===== config.mk =====
export PLATFORM = sky130hd
export DESIGN_NAME = channelizer2
export DESIGN_NICKNAME = d
export VERILOG_FILES = /design/src/rtl/channelizer2.sv
export SDC_FILE = /design/constraint.sdc
export NUM_CORES = 1
export LEC_CHECK = 0
export ABC_CLOCK_PERIOD_IN_PS = 4500
export CAP_MARGIN = 20
export CELL_PAD_IN_SITES_DETAIL_PLACEMENT = 1
export CELL_PAD_IN_SITES_GLOBAL_PLACEMENT = 1
export CORE_UTILIZATION = 37
export DETAILED_ROUTE_END_ITERATION = 12
export PLACE_DENSITY = 0.9
export SETUP_SLACK_MARGIN = 0.2
export SLEW_MARGIN = 20
export SYNTH_ARGS = -nofsm -noshare
export SYNTH_HDL_FRONTEND = slang
export SYNTH_SLANG_ARGS = --single-unit

===== constraint.sdc =====
create_clock -name clk -period 4.5 [get_ports clk]
set_clock_uncertainty 0.15 [all_clocks]
set_input_delay 0.45 -clock clk [delete_from_list [all_inputs] [get_ports clk]]
set_output_delay 0.45 -clock clk [all_outputs]
set_load 0.05 [all_outputs]

===== src/rtl/channelizer2.sv =====
// Two-word sop/eop packet stream to parallel ch1/ch2 pair; pair valid one cycle after eop transfer.
// Output held under backpressure; second-word acceptance stalls, a ch1 word is still taken while idle.
module channelizer2 #(
  parameter int DATA_WIDTH    = 24,
  parameter int ERR_CNT_WIDTH = 16
) (
  input  logic                     clk,
  input  logic                     reset_n,
  input  logic [DATA_WIDTH-1:0]    in_data,
  input  logic                     in_valid,
  input  logic                     in_sop,
  input  logic                     in_eop,
  output logic                     in_ready,
  output logic [DATA_WIDTH-1:0]    out_data_1,
  output logic [DATA_WIDTH-1:0]    out_data_2,
  output logic                     out_valid,
  input  logic                     out_ready,
  output logic                     frame_err,
  output logic [ERR_CNT_WIDTH-1:0] err_count
);

  localparam logic [1:0] S_FIRST  = 2'd0;
  localparam logic [1:0] S_SECOND = 2'd1;
  localparam logic [1:0] S_DROP   = 2'd2;

  logic [1:0]            state;
  logic [1:0]            next_state;
  logic [DATA_WIDTH-1:0] hold;
  logic                  xfer;
  logic                  load_hold;
  logic                  load_out;
  logic                  err_now;

  // Only the second word writes the output register, so only it must wait for space.
  assign in_ready = reset_n && ((state != S_SECOND) || !out_valid || out_ready);
  assign xfer     = in_valid && in_ready;

  always_comb begin
    next_state = state;
    load_hold  = 1'b0;
    load_out   = 1'b0;
    err_now    = 1'b0;
    if (xfer) begin
      case (state)
        S_FIRST: begin
          if (in_sop && !in_eop) begin
            load_hold  = 1'b1;
            next_state = S_SECOND;
          end else begin
            err_now = 1'b1;
          end
        end
        S_SECOND: begin
          if (in_eop && !in_sop) begin
            load_out   = 1'b1;
            next_state = S_FIRST;
          end else if (in_sop) begin
            // Restart: a sop+eop word here is dropped, a plain sop becomes the new ch1.
            err_now = 1'b1;
            if (in_eop) begin
              next_state = S_FIRST;
            end else begin
              load_hold  = 1'b1;
              next_state = S_SECOND;
            end
          end else begin
            err_now    = 1'b1;
            next_state = S_DROP;
          end
        end
        S_DROP: begin
          if (in_eop && !in_sop) begin
            next_state = S_FIRST;
          end else if (in_sop && !in_eop) begin
            load_hold  = 1'b1;
            next_state = S_SECOND;
          end
        end
        default: next_state = S_FIRST;
      endcase
    end
  end

  always_ff @(posedge clk) begin
    if (!reset_n) begin
      state <= S_FIRST;
      hold  <= '0;
    end else begin
      state <= next_state;
      if (load_hold) begin
        hold <= in_data;
      end
    end
  end

  // A load in the same cycle as acceptance replaces the old pair without a bubble.
  always_ff @(posedge clk) begin
    if (!reset_n) begin
      out_valid  <= 1'b0;
      out_data_1 <= '0;
      out_data_2 <= '0;
    end else if (load_out) begin
      out_valid  <= 1'b1;
      out_data_1 <= hold;
      out_data_2 <= in_data;
    end else if (out_ready) begin
      out_valid <= 1'b0;
    end
  end

  always_ff @(posedge clk) begin
    if (!reset_n) begin
      frame_err <= 1'b0;
      err_count <= '0;
    end else begin
      frame_err <= err_now;
      if (err_now && (err_count != {ERR_CNT_WIDTH{1'b1}})) begin
        err_count <= err_count + ERR_CNT_WIDTH'(1);
      end
    end
  end

endmodule


==> results.txt <==
- Buf+Inv Stages, Crit Path: 3
* Pin count of the biggest net entering global routing: 83
- For this run the aggregate overflow at the end of global routing stands at 0.
* Detailed router's first-iteration violation count: 116
- Dividing the detail-routed via count by the number of cells gives 5.142.
- The critical path is of the in2out type.
- Count of clock tree sinks: 92
- The number of nets handed over by synthesis was 466.
* Crit path top cell by count: sky130_fd_sc_hd__clkdlybuf4s50_1
- Setup repair after global routing left no endpoint under its margin.
- Number of iterations in the first detailed-routing pass: 5
- Quantity of I/O buffers inserted on ports: 96
- With fillers left out, the area of the finished cells amounts to 0.004715 mm^2.
- Post-cts sizing count: 0
* Transition at the pin with the smallest max-transition slack: 0.9871 ns
- Measured along the x axis, the die boundary spans 99.33 um.
- The longest clock path from root to sink contains 2 buffers.
- Most used flip-flop cell after synthesis: sky130_fd_sc_hd__dfxtp_1
* Number of buffers created by CTS: 9
- In this run the worst path has a maximum fanout of 16.
- Number of setup buffers added after CTS: 0
* Remaining routing DRC violations: 0
* Final Non-Filler Cells: 632
- DPL Wire Length: 6.797 mm
- The final-report max-slew violation count is 0.
- # hold bufs at CTS: 0
* CP peak stage delay: 0.83 ns
- Static timing analysis puts the maximum clock frequency at 341.3 MHz.
- In the final layout, the share of cells above drive strength 1 is 4.798%.
* Cell-by-cell listing of the critical path: clkdlybuf4s50_1 -> inv_2 -> nor2_1 -> clkdlybuf4s50_1
- Total power: 0.001510 W
- Final critical-path setup slack: 1.570 ns
- Number of standard-cell rows in the floorplan: 35
- Accumulated negative setup slack: 0 ns
* Initial antenna violation count: 0
- In the global route stage, overall resource usage came out at 20.45%.
- The analysis attributes to cell leakage a power of 1.554 nW.
* Area inside the core boundary: 0.009196 mm^2
- Netlist Area Pre-Place: 0.003505 mm^2
- Across the run, the number of max-cap violations was 0.
- Post-detailed-placement cell area: 0.004498 mm^2
* Placed insts: 616
* Warnings from Yosys: 0
* Diodes inserted: 0
- From bottom edge to top edge, the die measures 99.33 um.
- Area added between synthesis and finish: 34.52%
- STA classifies the critical path endpoint as an output pin.
- Count of nets left with antenna violations after detail routing: 0
* Count of cell types in the netlist: 36
- Kind of launch point of the worst setup path: primary input
* Post-synth EDFFs: 0
- Number of storage elements in the synthesis netlist: 92
- The floorplan step defined a die boundary enclosing 0.009865 mm^2.
- OpenSTA, run right after detailed placement, puts the worst setup slack at 1.204 ns.
- The congestion estimate from routability-driven global placement came to 0.8273.
* Required arrival time at the worst endpoint: 3.90 ns
- The tightest min-delay check is of the reg2reg type.
- The H-tree was split into 3 levels.
- The via count of the first global-routing pass was 3247.
* Average footprint of a synthesized cell: 8.057 um^2
- Synthesized netlist cell count: 435
* Max-slew headroom: 34.12%
- For this design the ratio of total power to cell area is 320.3 mW/mm^2.
* Share of the yosys chip area belonging to registers: 52.55%
* Share of the clock period used by the worst path: 65.11%
* Starting utilization of the core area: 38.11%
* Final critical path time including I/O delays and setup: 2.930 ns
* WL final: 9.856 mm
* Count of endpoints failing hold in the final timing report: 0
- Worst vdd rail ir drop: 0.1381 mV
- Overall via count from detail_route: 3250
- The later pin in the worst-skew pair is clocked with a latency of 0.36 ns.
- At the worst endpoint, the arrival time is 2.33 ns.
- Clock-pin slew on the worst setup and hold paths: 0.10 ns
- Among all stages on the critical path, the largest delay is contributed by sky130_fd_sc_hd__clkdlybuf4s50_1.
* TritonCTS clock tree: yes
- Dividing the detail-routed wire length by the instance count gives 15.59 um.
- Post-synthesis async set-or-reset flop share: 0%
- During I/O placement, the number of pins put on the boundary was 97.
- Clock Root Buffer: sky130_fd_sc_hd__clkbuf_8
- Cell family with the largest share of critical-path delay: buffers and inverters
* Global-route wire length before repair: 15.91 mm
* Post-layout nets: 547
- The flow ran to the end, and the final reports show no timing, DRC or antenna violations.
- The filler cells instantiated in the layout total 1127.
- Final Setup Violations: 0
==> final timing paths <==
kind	startpoint	depth (start not counted)	slack, ns	to
setup / recovery	reset_n	4	1.57	in_ready
hold / removal	hold[23]	2	0.30	out_data_1[23]
setup reg to reg	state[1]	5	2.06	out_data_2[8]
hold reg to reg	hold[23]	2	0.30	out_data_1[23]
==> report_power, final <==
part / switching (W) / total [W] / leakage [nW] / internal (W)
logic: 0.0000497 / 0.0000870 / 0.709 / 0.0000373
clock network: 0.000326 / 0.000597 / 0.103 / 0.000271
registers: 0.00000542 / 0.000826 / 0.742 / 0.000820
==> layout make-up <==
type                       instances  area [um^2]  share of cell area (%)
multi-input combinational        315         1545                   32.78
tap                              111        138.9                   2.946
timing repair buffer              97        968.4                   20.54
clock buffer                       9        123.9                   2.627
sequential                        92         1842                   39.07
clock inverter                     7        92.59                   1.964
inverter                           1        3.754                 0.07962
==> worst reg2reg max path, delay by kind of cell, from the launching register on <==
family	cells	cell delay (ns)
and+or+nand+nor	4	1.58
DFF	1	0.45
AOI/OAI and AO/OA	1	0.12
==> sequential cells by signal, summed over array words and instances, names as in the netlist <==
| register | flops |
|---|---|
| hold | 24 |
| out_data_1 | 24 |
| out_data_2 | 24 |
| err_count | 16 |
| state | 2 |
| frame_err | 1 |
| out_valid | 1 |
==> stage by stage <==
| stage | hold WS (ns) | utilization [%] |
|---|---|---|
| final | 0.3009 | 51.27 |
| after floorplan | 0.2821 | - |
| after CTS | 0.3088 | 51.27 |
| after global routing | 0.3267 | 51.27 |
| after detailed placement | 0.2982 | 48.91 |
| after global placement | 0.2851 | 48.91 |
==> cell families after synthesis <==
family | share of synthesized area, %
multiplexers | 2.285
flip-flops | 52.55
AND/OR/NAND/NOR | 27.53
XOR/XNOR | 0.7499
buffers and inverters | 3.534
adder cells (fa/ha/maj) | 0.3570
AO/OA/AOI/OAI | 13.00
==> Yosys cell counts, types with 2 or more instances <==
library cell	n	share of area [%]
sky130_fd_sc_hd__nand2_1	160	17
sky130_fd_sc_hd__and2_1	4	0.71
sky130_fd_sc_hd__mux2i_1	8	2.3
sky130_fd_sc_hd__a211oi_1	2	0.43
sky130_fd_sc_hd__dfxtp_1	92	53
sky130_fd_sc_hd__nand3_1	6	0.86
sky130_fd_sc_hd__buf_4	2	0.43
sky130_fd_sc_hd__and3_1	5	0.89
sky130_fd_sc_hd__buf_2	9	1.3
sky130_fd_sc_hd__nand2b_1	2	0.36
sky130_fd_sc_hd__nor2b_1	2	0.36
sky130_fd_sc_hd__a21oi_1	79	11
sky130_fd_sc_hd__nor3_1	2	0.29
sky130_fd_sc_hd__nor3b_1	3	0.64
sky130_fd_sc_hd__clkbuf_1	15	1.6
sky130_fd_sc_hd__and4_1	4	1.0
sky130_fd_sc_hd__xnor2_1	2	0.50
sky130_fd_sc_hd__nor2_1	7	0.75
sky130_fd_sc_hd__o21ai_0	4	0.57
sky130_fd_sc_hd__or2b_1	3	0.64
sky130_fd_sc_hd__or3_1	2	0.36
sky130_fd_sc_hd__nand4_1	8	1.4
==> layout by cell type (no fill, tap or decap), types with 2 or more instances in the layout <==
cell / n
sky130_fd_sc_hd__nand2_1: 160
sky130_fd_sc_hd__clkdlybuf4s50_1: 96
sky130_fd_sc_hd__dfxtp_1: 92
sky130_fd_sc_hd__a21oi_1: 79
sky130_fd_sc_hd__clkbuf_8: 9
sky130_fd_sc_hd__nand4_1: 8
sky130_fd_sc_hd__mux2i_1: 8
sky130_fd_sc_hd__nor2_1: 7
sky130_fd_sc_hd__nand3_1: 5
sky130_fd_sc_hd__and4_1: 4
sky130_fd_sc_hd__and2_1: 4
sky130_fd_sc_hd__and3_1: 4
sky130_fd_sc_hd__o21ai_0: 4
sky130_fd_sc_hd__nor3b_1: 3
sky130_fd_sc_hd__or2b_1: 3
sky130_fd_sc_hd__a211oi_1: 2
sky130_fd_sc_hd__nor2b_1: 2
sky130_fd_sc_hd__xnor2_1: 2
sky130_fd_sc_hd__nand2b_1: 2
sky130_fd_sc_hd__nor3_1: 2
sky130_fd_sc_hd__or3_1: 2
sky130_fd_sc_hd__clkinvlp_4: 2
sky130_fd_sc_hd__inv_8: 2
==> routing by layer <==
metal,track usage [%],wire (um)
met1,25.62,4408
met2,36.32,5009
met3,3.584,348
met4,5.204,89
met5,0,0
Power figures use the tool's default switching activity.
==> RTL change, RTL diff (same flow settings) <==
Set the parameter `ERR_CNT_WIDTH` to 20 (it was 16).
--- a/src/rtl/channelizer2.sv
+++ b/src/rtl/channelizer2.sv
@@ -4,3 +4,3 @@
   parameter int DATA_WIDTH    = 24,
-  parameter int ERR_CNT_WIDTH = 16
+  parameter int ERR_CNT_WIDTH = 20
 ) (
Interface: changed (resized err_count); port bits go from 97 to 101. No check against the original RTL was run, so the function may have changed too.
==> RTL change against the original RTL <==
Worst setup slack got worse by 0.049 ns; area after synthesis grew 7.0%; maximum frequency shrank 1.6%; first-iteration DRC count is 33% higher; sequential cell count grew 4; synthesized cell count up 1.4%; design area rose by 5.6%; routed wire length is 4.2% higher; power shrank 2.8%; highest routed layer unchanged.
==> RTL change: results (changes against the original RTL) <==
Layout:
- The fraction of layout instances using a drive strength above 1 is 4.52% (was 4.80%).
- Regs by FF count: hold (24), out_data_1 (24), out_data_2 (24) (unchanged).
- The net count reported at finish was 557 (was 547).
- The final instance count without filler cells was 664 (was 632).
- The layout filler cell count was 1,191 (was 1,127).
- The count of inserted antenna diode cells is 0 (unchanged).

Timing:
- The count of pins over their slew limit is 0 (unchanged).
- The worst relative slew slack was 37.9% (was 34.1%).
- The number of hold violations in the final report is 0 (unchanged).

Clocking:
- Clock-pin slew was measured on the worst setup and hold paths at 0.09 ns.
- The clock insertion delay at the later pin of the skew report is 0.36 ns (about the same).
- The clock buffer count from CTS is 9 (unchanged).
- The post-CTS setup buffer count was 0 (unchanged).
- The clock root buffer was clkbuf_8 (unchanged).
- The maximum buffer depth of the clock tree is 2 (unchanged).
- The depth of the CTS H-tree is 3 (unchanged).
- The post-CTS resize count is 0 (unchanged).

Outcome:
- Status: finished clean (unchanged).

GRT:
- The number of global-route vias before repair is 3,347 (was 3,247).
- The total global-route track usage was 19.9% (was 20.4%).
- The wire length of the first global-routing pass was 16,300 um (was 15,900 um).
- The pin count of the biggest net entering global routing is 87 (was 83).
- The number of antenna violations at the first check in global routing is 0 (unchanged).

Power and ir drop:
- The leakage power total is 1.61 nW (was 1.55 nW).
- The largest vdd supply drop came to 149 uV (was 138 uV).
- The switching share of power is 24.9% (was 25.2%).

Logic synthesis:
- The number of distinct library cells after synthesis is 38 (was 36).
- The net count after synthesis was 472 (was 466).
- The warning count from the yosys run was 0 (unchanged).
- Most instantiated cells after synthesis: nand2_1 (108), dfxtp_1 (96), a21oi_1 (59) (was nand2_1 (160), dfxtp_1 (92), a21oi_1 (79)).
- Dominant cells by area after synthesis: dfxtp_1 (51%), nand2_1 (11%), mux2i_1 (8.3%) (was dfxtp_1 (53%), nand2_1 (17%), a21oi_1 (11%)).
- The async set or reset register ratio after synthesis came to 0% (unchanged).
- The sequential area share after synthesis is 51.3% (was 52.6%).
- The main flop type after synthesis is dfxtp_1 (unchanged).
- The post-synthesis area per instance is 8.50 um^2 (was 8.06 um^2).

Min path:
- The number of instances on the worst hold path is 2 (unchanged).
- The worst min-delay path category is flip-flop to flip-flop (unchanged).

Route:
- The first-iteration detailed-routing DRC count is 154 (was 116).
- The detail-routed via count per cell was 5.14 (about the same).
- The routed length per placed instance is 15.5 um (was 15.6 um).
- The detailed-router iteration count before antenna repair is 4 (was 5).

Setup path:
- The largest driver fanout on the critical path is 16 (unchanged).
- The length in cells of the worst reg-to-reg path is 5 (unchanged).

Placed design:
- The number of I/O port buffers is 100 (was 96).
- The weighted congestion at the end of routability-driven global placement is 0.817 (was 0.827).
- The cell count after placement is 648 (was 616).
- The estimated wirelength of the detail-placed design is 7110 um (was 6800 um).
RTL change: cells by family (layout without fill, tap and decap cells):
family	after synthesis	after routing	share of synthesized area (%)
fa+ha+maj	1	1	0.334
compound gates	78	78	11.7
mux	31	31	8.28
flops	96	96	51.3
simple gates	202	202	24.3
buf+inv	33	123	4.11
RTL change: final cells by class:
class,count,area (um^2),share of cell area (%)
clock buffer,11,131,2.64
timing repair buffer,103,1020,20.6
tap,133,166,3.34
inverter,4,15.0,0.302
clock inverter,5,41.3,0.829
sequential,96,1920,38.6
multi-input combinational,312,1680,33.7
RTL change: critical path, cell delays in order:
cell and delay, ns:
clkdlybuf4s50_1 0.85, inv_2 0.09, nor2_1 0.16, clkdlybuf4s50_1 0.82
RTL change: final timing paths:
path	startpoint	end	slack, ns
min	hold[21]$_SDFFE_PN0P_	out_data_1[21]$_SDFFE_PN0P_	0.31
min reg2reg	hold[21]$_SDFFE_PN0P_	out_data_1[21]$_SDFFE_PN0P_	0.31
max	reset_n	in_ready	1.52
max reg2reg	state[0]$_SDFFE_PN0P_	out_data_1[2]$_SDFFE_PN0P_	2.15
RTL change: per-layer routing:
metal  wire (um)  GRT usage [%]  share of wire (%)
met1        4430           23.4                 43
met2        5260           35.3                 51
met3         374           4.00                3.6
met4         207           8.02                2.0
met5           0              0                  0
RTL change: stage by stage:
step                      instance area, um^2  hold slack (ns)  setup slack, ns
final                                    4980            0.307             1.52
after global placement                   4810            0.286             1.50
after CTS                                4980            0.310             1.53
after global routing                     4980            0.328             1.43
after floorplan                          3750            0.281             2.25
after detailed placement                 4810            0.298             1.31
RTL change: power by group through the flow:
stage / logic, mW / registers, mW / clock network (mW)
final: 0.0912 / 0.861 / 0.515
after global routing: 0.0976 / 0.862 / 0.569
after CTS: 0.0921 / 0.861 / 0.530
after detailed placement: 0.0914 / 0.881 / 0
after global placement: 0.0883 / 0.880 / 0
after floorplan: 0.0388 / 0.888 / 0
